File: config.mk
export PLATFORM = sky130hd
export DESIGN_NAME = dac_drive_flat
export DESIGN_NICKNAME = d
export VERILOG_FILES = /design/src/rtl/dac_drive_if.sv /design/src/rtl/dac_drive.sv /design/src/flat_wrapper.sv
export SDC_FILE = /design/constraint.sdc
export NUM_CORES = 1
export LEC_CHECK = 0
export CORE_ASPECT_RATIO = 1.1
export CORE_MARGIN = 2
export CORE_UTILIZATION = 40
export CTS_CLUSTER_DIAMETER = 30
export DETAILED_ROUTE_END_ITERATION = 6
export SLEW_MARGIN = 30
export SYNTH_ARGS = -nofsm -noshare
export SYNTH_HDL_FRONTEND = slang
export SYNTH_SLANG_ARGS = --single-unit
File: constraint.sdc
create_clock -name sys_clk -period 7.51 [get_ports sys_clk]
set_input_delay 1.502 -clock sys_clk [delete_from_list [all_inputs] [get_ports sys_clk]]
set_output_delay 1.502 -clock sys_clk [all_outputs]
set_load 0.005 [all_outputs]
File: src/rtl/dac_drive_if.sv
// Sample-in / DAC-out bundle for dac_drive: millivolt sample handshake plus the
// parallel DAC bus (sample clock, code, update strobe).
interface dac_drive_if;
    logic [15:0] volt;
    logic        sign;
    logic        in_valid;
    logic        in_ready;
    logic        da_clk;
    logic [7:0]  da_data;
    logic        da_upd;

    modport master (
        output volt, sign, in_valid,
        input  in_ready, da_clk, da_data, da_upd
    );

    modport slave (
        input  volt, sign, in_valid,
        output in_ready, da_clk, da_data, da_upd
    );
endinterface

File: src/rtl/dac_drive.sv
// Signed-mV to 8-bit offset-binary DAC driver with a sys_clk/4 sample clock.
// Optional slew limiting of the DAC code is enabled by defining DAC_SLEW_EN.
module dac_drive #(
    parameter int FULL_MV   = 5000,
    parameter int MID_CODE  = 128,
    parameter int SLEW_STEP = 4
) (
    input  logic        sys_clk,
    input  logic        sys_rst_n,
    dac_drive_if.slave  bus
);

    // Rounded fixed-point gains: code offset = mag * K / 65536.
    localparam int K_POS_I = ((255 - MID_CODE) * 131072 + FULL_MV) / (2 * FULL_MV);
    localparam int K_NEG_I = (MID_CODE * 131072 + FULL_MV) / (2 * FULL_MV);
    localparam logic [27:0]        K_POS = 28'(K_POS_I);
    localparam logic [27:0]        K_NEG = 28'(K_NEG_I);
    localparam logic [15:0]        FULL  = 16'(FULL_MV);
    localparam logic signed [13:0] MID14 = 14'(MID_CODE);
    localparam logic [7:0]         MID8  = 8'(MID_CODE);

    if (SLEW_STEP < 1 || SLEW_STEP > 255) begin : g_bad_step
        $error("dac_drive: SLEW_STEP must be in 1..255");
    end

    typedef struct packed {
        logic [15:0] mag;
        logic        sgn;
    } samp_t;

    logic [1:0]  cnt;
    logic        busy;
    logic        s1_vld;
    samp_t       s1;
    samp_t       samp_in;
    logic        pending;
    logic [7:0]  target;
    logic [7:0]  tgt_nxt;
    logic [7:0]  da_data;
    logic        da_upd;
    logic        accept;
    logic        tick;
    logic [27:0] prod;
    logic [27:0] rnd;
    logic [11:0] off;
    logic signed [13:0] sum;

    assign accept = bus.in_valid && !busy;
    assign tick   = (cnt == 2'd3);

    always_comb begin
        samp_in.mag = (bus.volt > FULL) ? FULL : bus.volt;
        samp_in.sgn = bus.sign && (samp_in.mag != 16'd0);
    end

    always_comb begin
        prod = {12'd0, s1.mag} * (s1.sgn ? K_NEG : K_POS);
        rnd  = prod + 28'd32768;
        off  = 12'(rnd >> 16);
        sum  = s1.sgn ? (MID14 - $signed({2'b00, off})) : (MID14 + $signed({2'b00, off}));
        if (sum < 14'sd0)
            tgt_nxt = 8'd0;
        else if (sum > 14'sd255)
            tgt_nxt = 8'd255;
        else
            tgt_nxt = 8'(sum);
    end

`ifdef DAC_SLEW_EN
    localparam logic [7:0] STEP = 8'(SLEW_STEP);
    logic [7:0] diff;
    logic [7:0] slew_code;
    logic       up;
    logic       at_tgt;

    always_comb begin
        up        = (target >= da_data);
        diff      = up ? (target - da_data) : (da_data - target);
        at_tgt    = (diff <= STEP);
        slew_code = at_tgt ? target : (up ? da_data + STEP : da_data - STEP);
    end
`endif

    always_ff @(posedge sys_clk or negedge sys_rst_n) begin
        if (!sys_rst_n) begin
            cnt     <= 2'd0;
            busy    <= 1'b0;
            s1_vld  <= 1'b0;
            s1      <= '0;
            pending <= 1'b0;
            target  <= MID8;
            da_data <= MID8;
            da_upd  <= 1'b0;
        end else begin
            cnt    <= cnt + 2'd1;
            da_upd <= 1'b0;
            s1_vld <= accept;
            if (accept) begin
                busy <= 1'b1;
                s1   <= samp_in;
            end
            if (s1_vld) begin
                target  <= tgt_nxt;
                pending <= 1'b1;
            end
            // Registered pending: a tick on the same edge as stage 2 waits a full period.
            if (tick && pending) begin
`ifdef DAC_SLEW_EN
                da_data <= slew_code;
                da_upd  <= (diff != 8'd0);
                if (at_tgt) begin
                    pending <= 1'b0;
                    busy    <= 1'b0;
                end
`else
                da_data <= target;
                da_upd  <= 1'b1;
                pending <= 1'b0;
                busy    <= 1'b0;
`endif
            end
        end
    end

    assign bus.in_ready = !busy;
    assign bus.da_clk   = cnt[1];
    assign bus.da_data  = da_data;
    assign bus.da_upd   = da_upd;

endmodule
File: src/flat_wrapper.sv
// flat-port wrapper written by rule: the top's interface ports become plain ports
module dac_drive_flat 
#(
    parameter int FULL_MV   = 5000,
    parameter int MID_CODE  = 128,
    parameter int SLEW_STEP = 4
)
  (sys_clk, sys_rst_n, bus_volt, bus_sign, bus_in_valid, bus_in_ready, bus_da_clk, bus_da_data, bus_da_upd);
  dac_drive_if bus_i ();
  input  logic sys_clk;
  input  logic sys_rst_n;
  input wire logic [$bits(bus_i.volt)-1:0] bus_volt;
  input wire logic [$bits(bus_i.sign)-1:0] bus_sign;
  input wire logic [$bits(bus_i.in_valid)-1:0] bus_in_valid;
  output wire logic [$bits(bus_i.in_ready)-1:0] bus_in_ready;
  output wire logic [$bits(bus_i.da_clk)-1:0] bus_da_clk;
  output wire logic [$bits(bus_i.da_data)-1:0] bus_da_data;
  output wire logic [$bits(bus_i.da_upd)-1:0] bus_da_upd;
  assign bus_i.volt = bus_volt;
  assign bus_i.sign = bus_sign;
  assign bus_i.in_valid = bus_in_valid;
  assign bus_in_ready = bus_i.in_ready;
  assign bus_da_clk = bus_i.da_clk;
  assign bus_da_data = bus_i.da_data;
  assign bus_da_upd = bus_i.da_upd;
  dac_drive #(.FULL_MV(FULL_MV), .MID_CODE(MID_CODE), .SLEW_STEP(SLEW_STEP)) u_core (.sys_clk(sys_clk), .sys_rst_n(sys_rst_n), .bus(bus_i));
endmodule
# [After elaboration in Yosys (flattened, before gate mapping)]
# Cells that the tools add are included.
[op_classes] eq_ne=1 add_sub_neg=4 n_reduce_logical=7 mul=1 magnitude_cmp=3 muxes=10
[op_table] cell="adder 28 x 16 -> 28 bit, second input constant" count=1
[op_table] cell="multiplier 16 x 28 -> 28 bit" count=1
[op_table] cell="> comparator 16 x 13 -> 1 bit, second input constant" count=1
[op_table] cell="two-way mux 16 bit" count=1
[op_table] cell="two-way mux 8 bit" count=2
[op_table] cell="nonzero test 16 bit" count=1
[op_table] cell="> comparator 14 x 9 -> 1 bit, second input constant" count=1
[op_table] cell="< comparator 14 x 1 -> 1 bit, second input constant" count=1
[op_table] cell="two-way mux 14 bit" count=1
[op_table] cell="adder 8 x 12 -> 13 bit, first input constant" count=1
[op_table] cell="subtractor 8 x 12 -> 13 bit, first input constant" count=1
[op_table] cell="two-way mux 1 bit" count=5
[op_table] cell="two-way mux 4 bit" count=1
[op_table] cell="nonzero test 2 bit" count=2
[op_table] cell="logical AND 1 bit" count=3
[op_table] cell="adder 2 x 1 -> 2 bit, second input constant" count=1
[op_table] cell="== test 2 bit, second input constant" count=1
[op_table] cell="logical NOT 1 bit" count=1
[word_totals] regBits=39 wordCells=35 inputBits=20 out_inout_bits=11

# [Longest topological paths before layout]
# Gate-level depths: netlist (run 1).
[logic_depth] ltp_word=8 ltp_mapped=27

# [Least setup slack after synthesis (run 1)]
# OpenSTA, ideal clock, no wires.
[synth_timing] path_type="reg2reg" start="register u_core.s1[0] (netlist name)" end="register u_core.target[0]" setup_ps=148 t_required_ps=7362 t_arrival_ps=5716 slack_ps=1646 path_buffers=2 path_stages_with_launch=24 path_cell_list="dfrtp_1 > clkbuf_1 > clkbuf_1 > nand2_1 > inv_1 > ha_1 > ha_1 > fa_1 > fa_1 > inv_1 > fa_1 > inv_1 > ha_1 > and4_4 > and3_4 > a221oi_4 > o21ai_2 > a211o_1 > nand2_1 > ha_1 > a31oi_1 > nand2_1 > a41oi_4 > o221ai_1"
[synth_between] elab_chain_cells=8 elab_cells_between_ends=10 classes_between="add/sub: 3; mul: 1; order compare: 2; mux: 4"
[synth_rtl] element="start: declaration" line="dac_drive.sv:34" source="samp_t s1;"
[synth_rtl] element="start signal: assignment" line="dac_drive.sv:100" source="s1 <= samp_in;"
[synth_rtl] element="two-way mux 4 bit" line="dac_drive.sv:57" source="prod = {12'd0, s1.mag} * (s1.sgn ? K_NEG : K_POS);"
[synth_rtl] element="multiplier 16 x 28 -> 28 bit" line="dac_drive.sv:57"
[synth_rtl] element="adder 28 x 16 -> 28 bit" line="dac_drive.sv:58" source="rnd = prod + 28'd32768;"
[synth_rtl] element="adder 8 x 12 -> 13 bit / subtractor 8 x 12 -> 13 bit (equally long branches)" line="dac_drive.sv:60" source="sum = s1.sgn ? (MID14 - $signed({2'b00, off})) : (MID14 + $signed({2'b00, off}));"
[synth_rtl] element="two-way mux 14 bit *" line="dac_drive.sv:60"
[synth_rtl] element="> comparator 14 x 9 -> 1 bit" line="dac_drive.sv:63" source="else if (sum > 14'sd255)"
[synth_rtl] element="two-way mux 8 bit" line="dac_drive.sv:63"
[synth_rtl] element="two-way mux 8 bit *" line="dac_drive.sv:61" source="if (sum < 14'sd0)"
[synth_rtl] element="end signal: assignment" line="dac_drive.sv:103" source="target <= tgt_nxt;"
[synth_rtl] element="end: declaration" line="dac_drive.sv:37" source="logic [7:0] target;"
# Mark *: on every way between the ends. The rest lies on a longest branch, timed or not.
# A chain may end at the register's enable or synchronous reset.

# [Worst setup path in the final report (run 1)]
# Ends and elaborated chain as after synthesis.

==> results.yml, run 1 <==
final_layout:
  layout-drive-gt1-share: 0.0531
  finalNetCount: 849
  finalInstanceArea_um2: 6550
  antenna_cells: 0
  stdcell_count: 851
  final_cell_mix: "inv_1, ha_1, fa_1, nand2_1, dfrtp_1"
  final_common_cell: "inv_1"
  fin_util: 0.457
  area_growth_pct: 12.7
worst_setup_path:
  crit_required_ps: 7640
  cp.depth: 22
  max_stage_delay_ps: 530
  crit_end: "u_core.target[0]"
  slowest_stage: "fa_1"
  r2r_slack_ps: 860
  r2r_start: "u_core.s1[0]"
  path_cells: "buf_4, clkinv_1, nor2_1, ha_1, ha_1, fa_1, inv_1, fa_1, inv_1, fa_1, ha_1, nand3_1, a2111oi_2, o211ai_1, a21oi_1, xor2_2, inv_1, ha_1, a31oi_1, nand2_1, a41oi_4, o221ai_1"
  crit_arrival_ps: 6770
  critPathLaunch: "u_core.s1[0]"
  critPathMaxFanout: 24
  worst-r2r-cell-count: 22
  start_kind: "flop"
  path_class: "reg -> reg"
  cp-end-kind: "flop"
  path_buf_inv: 5
  reg2reg_to: "u_core.target[0]"
  crit_top_cell: "ha_1"
  path_delay_family: "adder cells"
floorplanning:
  die_height_um: 130
  die_area_um2: 15500
  die_w_um: 119
  core_area_um2: 14300
  start_util: 0.406
  placementRows: 46
  boundaryPins: 31
global_route:
  grt_pass1_vias: 4424
  grt_usage: 0.178
  antenna_found_initial: 0
  grt_overflow: 0
  grt_max_degree: 40
  grt_pass1_wl_um: 22100
cts:
  clkTransAtPathRegs_ps: 60
  cts_resized: 0
  cts-root-buf: "clkbuf_16"
  cts_buffers: 5
  cts_tree: "yes"
  cts_hold_buf: 0
  worst_skew_pair.late_latency_ps: 280
  cts-htree-levels: 2
  cts_sinks: 39
  clock_path_buffers: 2
  post_cts_buffers: 0
placed_design:
  gp_congestion: 0.897
  hpwl_um: 11500
  port-buffer-count: 30
  placed_area_um2: 6330
  placedCellCount: 842
synthesis:
  synth_cells: 623
  synth_flop_cell: "dfrtp_1"
  synth_edf_count: 0
  synth_top_area_frac: 0.239
  syn_area_per_cell_um2: 9.33
  ys_ff_latch: 39
  ys_types: 68
  seq_area_frac_synth: 0.168
  yosys_warnings: 0
  synth_area_leader_cell: "ha_1"
  netlist_area_um2: 5810
  async_flop_share: 1.00
  synth.area.top_cells: "ha_1, fa_1, dfrtp_1, inv_1, a21oi_1"
timing:
  final-hold-violation-count: 0
  final.setup.tns_ps: 0
  fmax_ghz: 0.150
  max_slew_margin: 0.626
  maxSlewViolCount: 0
  finalCritPeriodShare: 0.885
  fin_crit_ps: 6650
  worst_pin_slew_ps: 560
  setup_viol: 0
  skew_ps: 4.02
  rsz0062_at_grt: "false"
outcome:
  status: "finished clean"
routing:
  avgRoutedWirePerCell_um: 15.3
  initialDrtViolationCount: 215
  routed_wl_um: 13000
  vias_per_cell: 5.12
  drc: 0
  vias: 4358
  antenna_left: 0
  firstDrtPassIters: 5
hold_path:
  min_path_type: "reg -> reg"
flow_run:
  cap_violations: 0
## worst min path at each step
stage             startpoint  slack [ps]  cells after the start            end
2_1_floorplan  u_core.cnt[0]         400                      1  u_core.cnt[0]
3_3_place_gp   u_core.cnt[0]         410                      1  u_core.cnt[0]
3_5_place_dp   u_core.cnt[0]         420                      1  u_core.cnt[0]
4_1_cts        u_core.cnt[0]         420                      1  u_core.cnt[0]
5_1_grt        u_core.cnt[0]         450                      1  u_core.cnt[0]
6_report       u_core.cnt[0]         420                      1  u_core.cnt[0]
## per-stage QoR
step	setup WS [ps]	hold WS, ps
floorplan	1650	398
detailed placement	976	416
CTS	939	425
finish	864	420
global placement	1140	409
global route	359	445
## synth_stat cells, types with 5 or more instances
master    instances
o21ai_0          22
a21oi_1          32
nand3_1           5
inv_1           137
nand4_1          10
fa_1             60
o211ai_1          5
o21ai_1           6
and2_1           11
a21o_1            5
clkbuf_1         10
xnor2_1           5
ha_1            111
dfrtp_1          37
o221ai_1          6
nand2_1          39
o31ai_1           5
a22o_1            5
nor2_1           29
## cells by family (layout without fill, tap and decap cells)
group / count (synthesis) / in the layout / share of synthesized area
AOI/OAI and AO/OA: 120 / 120 / 0.149
muxes: 5 / 5 / 0.00882
xor gates and xnor gates: 12 / 12 / 0.0232
and+or+nand+nor: 123 / 123 / 0.105
DFF: 39 / 39 / 0.168
buffers and inverters: 151 / 179 / 0.0990
adders and majority gates: 171 / 171 / 0.446
other: 2 / 10 / 0.00129
## registers in the layout, indices dropped and copies added, names as in the netlist
signal	flops
u_core.s1	17
u_core.s1_vld	1
u_core.bus.da_upd	1
u_core.pending	1
u_core.cnt	2
u_core.bus.da_data	8
u_core.target	8
u_core.busy	1
## metal layers
layer | wire, µm | GRT usage | up-vias
li1 | - | - | 2149
met1 | 5870 | 0.233 | 2123
met2 | 6650 | 0.323 | 78
met3 | 339 | 0.0126 | 8
met4 | 180 | 0.0448 | 0
met5 | 0 | 0 | -
## worst register-to-register path: cells and delay by family, from the launching register on
kind	cells	cell delay (ps)
DFF	1	320
buffers and inverters	5	960
and+or+nand+nor	3	620
adders and majority gates	7	2650
AOI/OAI and AO/OA	6	1650
xor gates and xnor gates	1	310
## layout make-up
cell class	count	area, µm²
repair buffers	32	330
clock buffers	6	129
clock inverters	2	60.1
fillers	1374	7780
inverters	139	522
well taps	192	240
flip-flops and latches	39	978
multi-input cells	441	4290
Power of run 1 is left out: the tool's default activity adds up to more than one toggle a clock period on the data nets, which glitch-free logic cannot reach.
==> run 2: changes to the inputs <==
Settings changed: SETUP_SLACK_MARGIN set to 0.4.
==> results.yml, run 2 (synthesized netlist as in run 1, its figures left out) <==
cts:
  cts_sinks: 39
  cts_buffers: 5
  cts-htree-levels: 2
  clock_path_buffers: 2
  clkTransAtPathRegs_ps: 60
  cts-root-buf: "clkbuf_16"
  cts_tree: "yes"
  worst_skew_pair.late_latency_ps: 280
routing:
  initialDrtViolationCount: 181
  antenna_left: 0
  firstDrtPassIters: 6
  vias: 4359
  routed_wl_um: 13100
  drc: 0
  vias_per_cell: 5.12
  avgRoutedWirePerCell_um: 15.4
timing:
  max_slew_margin: 0.634
  final.setup.tns_ps: 0
  rsz0062_at_grt: "false"
  finalCritPeriodShare: 0.860
  setup_viol: 0
  fmax_ghz: 0.155
  worst_pin_slew_ps: 549
  skew_ps: 4.42
  fin_crit_ps: 6460
  final-hold-violation-count: 0
  maxSlewViolCount: 0
flow_run:
  cap_violations: 0
floorplanning:
  die_height_um: 130
  start_util: 0.406
  placementRows: 46
  boundaryPins: 31
  core_area_um2: 14300
  die_w_um: 119
  die_area_um2: 15500
worst_setup_path:
  path_class: "reg -> reg"
  crit_required_ps: 7640
  critPathMaxFanout: 24
  cp-end-kind: "flop"
  crit_arrival_ps: 6590
  start_kind: "flop"
placed_design:
  hpwl_um: 11500
  gp_congestion: 0.897
  port-buffer-count: 30
final_layout:
  layout-drive-gt1-share: 0.0546
  largest_reg_flops: 17
  top_regs: "u_core.s1 x17, u_core.bus.da_data x8, u_core.target x8"
  regMostFlops: "u_core.s1"
  area_growth_pct: 12.7
  final_cell_mix: "inv_1, ha_1, fa_1, nand2_1, dfrtp_1"
  final_common_cell: "inv_1"
  nFillCells: 1376
  finalNetCount: 849
  antenna_cells: 0
outcome:
  status: "finished clean"
global_route:
  grt_most_used_layer: "met2"
  antenna_found_initial: 0
  grt_util_met1: 0.233
  grt_overflow: 0
  grt_usage: 0.178
  grt_pass1_vias: 4424
  met2_usage: 0.323
  gr-usage-met3: 0.0126
  grt_max_degree: 40
  grt_pass1_wl_um: 22100
hold_path:
  min_path_type: "reg -> reg"
## run 2: what timing repair did
| action | CTS | global route |
|---|---|---|
| gates resized for setup | 0 | 1 |
| setup buffers | 0 | 0 |
| hold buffers | 0 | 0 |
| endpoints found under the setup margin | 0 | 4 |
## run 2: final timing paths
check	start	end	slack, ps	cells past startpoint
worst max-delay path	u_core.s1[0]	u_core.target[0]	1050	22
worst min-delay path	u_core.cnt[0]	u_core.cnt[0]	420	1
worst max register to register	u_core.s1[0]	u_core.target[0]	1050	22
worst min register to register	u_core.cnt[0]	u_core.cnt[0]	420	1
max in group asynchronous	sys_rst_n	u_core.s1[2]	5930	2
min in group asynchronous	sys_rst_n	u_core.s1[14]	1130	1
## run 2: critical path: stages, from the launching register on
cell and delay, ps:
dfrtp_1 320, buf_4 260, clkinvlp_4 380, nor2_1 310, ha_1 280, ha_1 220
fa_1 530, inv_1 50, fa_1 470, inv_1 50, fa_1 480, ha_1 390
nand3_1 110, a2111oi_2 380, o211ai_1 230, a21oi_1 290, xor2_2 310, inv_1 100
ha_1 280, a31oi_1 190, nand2_1 130, a41oi_4 350, o221ai_1 200
## run 2: area by class of cell
cell class	count	area, µm²	share of cell area
clock inverters	2	60.1	0.00917
well taps	192	240	0.0367
repair buffers	32	330	0.0504
clock buffers	6	129	0.0197
flip-flops and latches	39	978	0.149
multi-input cells	441	4290	0.655
inverters	139	526	0.0802
## run 2: metrics by stage
step | worst slack [ps] | hold slack [ps] | util | area, µm² | cells
floorplan | 1650 | 398 | - | 5840 | 631
global placement | 1140 | 409 | 0.442 | 6330 | 842
detailed placement | 976 | 416 | 0.442 | 6330 | 842
CTS | 939 | 425 | 0.455 | 6520 | 850
global route | 598 | 445 | 0.457 | 6550 | 851
finish | 1050 | 420 | 0.457 | 6550 | 851
## run 2: layer usage
metal  up-vias  share of wire
met2        70           0.51
met4         0          0.013
met5         -              0
li1       2151              -
met3         8          0.025
met1      2130           0.45
Power of run 2 is left out for the same reason.
==> run 3: changes to the inputs <==
Clock period 7.51 ns to 7.9 ns, I/O delays scaled along.
==> results.yml, run 3 (synthesized netlist as in run 1, its figures left out) <==
cts:
  clkTransAtPathRegs_ps: 60
  worst_skew_pair.late_latency_ps: 270
  cts-root-buf: "clkbuf_16"
  cts_sinks: 39
  cts_tree: "yes"
  cts-htree-levels: 2
  clock_path_buffers: 2
  cts_buffers: 5
  cts_hold_buf: 0
routing:
  routed_wl_um: 13300
  vias_per_cell: 5.19
  antenna_left: 0
  initialDrtViolationCount: 214
  firstDrtPassIters: 4
  drc: 0
  avgRoutedWirePerCell_um: 15.6
  vias: 4406
final_layout:
  layout-drive-gt1-share: 0.0548
  largest_reg_flops: 17
  regMostFlops: "u_core.s1"
  antenna_cells: 0
  top_regs: "u_core.s1 x17, u_core.bus.da_data x8, u_core.target x8"
  nFillCells: 1376
  finalNetCount: 847
  area_growth_pct: 11.8
  final_common_cell: "inv_1"
  stdcell_count: 849
  final_cell_mix: "inv_1, ha_1, fa_1, nand2_1, dfrtp_1"
timing:
  final.setup.tns_ps: 0
  max_slew_margin: 0.634
  final-hold-violation-count: 0
  skew_ps: 2.47
  setup_viol: 0
  rsz0062_at_grt: "false"
  maxSlewViolCount: 0
  fmax_ghz: 0.150
  fin_crit_ps: 6650
  finalCritPeriodShare: 0.842
  worst_pin_slew_ps: 548
worst_setup_path:
  start_kind: "flop"
  crit_arrival_ps: 6780
  critPathMaxFanout: 24
  cp-end-kind: "flop"
  path_class: "reg -> reg"
  crit_required_ps: 8030
global_route:
  grt_usage: 0.179
  grt_max_degree: 40
  antenna_found_initial: 0
  grt_pass1_wl_um: 22100
  grt_pass1_vias: 4513
  grt_overflow: 0
placed_design:
  port-buffer-count: 30
  placedCellCount: 841
  gp_congestion: 0.916
  hpwl_um: 11600
floorplanning:
  die_w_um: 119
  core_area_um2: 14300
  die_area_um2: 15500
  boundaryPins: 31
  placementRows: 46
  start_util: 0.406
  die_height_um: 130
flow_run:
  cap_violations: 0
hold_path:
  min_path_type: "reg -> reg"
outcome:
  status: "finished clean"
run 3: changes by cell type in the layout (fill, tap and decap cells not counted):
cell       delta
clkinv_4      +1
clkinv_2      +1
dfrtp_1       -1
buf_16        -1
dfrtp_2       +1
bufinv_16     -1
clkbuf_1      -1
buf_2         -1
run 3: worst max-delay path, cell delays in order, from the launching register on:
cell and delay (ps):
dfrtp_2 650, clkinvlp_4 450, nor2_1 330, ha_1 280, ha_1 220, fa_1 550, inv_1 50, fa_1 470
inv_1 60, fa_1 470, ha_1 370, nand3_1 110, a2111oi_2 420, o211ai_1 250, a21oi_1 280, xor2_2 300
inv_1 110, ha_1 290, a31oi_1 180, nand2_1 120, a41oi_4 350, o221ai_1 180
run 3: timing repair:
item                                   CTS  global route
endpoints found under the hold margin    0             0
setup buffers                            0             0
resized for setup                        0             2
setup endpoints to repair                0             8
run 3: final timing paths:
kind	slack, ps	startpoint	cells after the start	to
min reg2reg	420	u_core.cnt[0]	1	u_core.cnt[0]
max in group asynchronous	6270	sys_rst_n	1	u_core.s1[0]
min	420	u_core.cnt[0]	1	u_core.cnt[0]
max	1250	u_core.s1[0]	21	u_core.target[1]
max reg2reg	1250	u_core.s1[0]	21	u_core.target[1]
min in group asynchronous	1270	sys_rst_n	1	u_core.s1[15]
run 3: final cells by class:
class	count	area [µm²]	share of cell area
Inverter	139	526	0.0808
Clock inverter	3	43.8	0.00674
Tap cell	192	240	0.0370
Timing Repair Buffer	30	298	0.0458
Sequential cell	39	980	0.151
Multi-Input combinational cell	441	4290	0.660
Clock buffer	5	125	0.0192
run 3: per-stage QoR:
| stage | util | area (µm²) | setup slack, ps | hold slack [ps] |
|---|---|---|---|---|
| 5_1_grt | 0.454 | 6500 | 754 | 450 |
| 3_3_place_gp | 0.441 | 6320 | 1100 | 410 |
| 3_5_place_dp | 0.441 | 6320 | 832 | 419 |
| 2_1_floorplan | - | 5840 | 2040 | 398 |
| 4_1_cts | 0.453 | 6490 | 814 | 427 |
| 6_report | 0.454 | 6500 | 1250 | 424 |
run 3: per-layer routing:
| layer | part of all wire | wire length (µm) | track usage | vias to the layer above |
|---|---|---|---|---|
| met1 | 0.44 | 5840 | 0.222 | 2176 |
| li1 | - | - | - | 2143 |
| met2 | 0.52 | 6830 | 0.324 | 67 |
| met4 | 0.026 | 347 | 0.0651 | 0 |
| met5 | 0 | 0 | 0 | - |
| met3 | 0.018 | 240 | 0.0204 | 20 |
Power of run 3 is left out for the same reason.
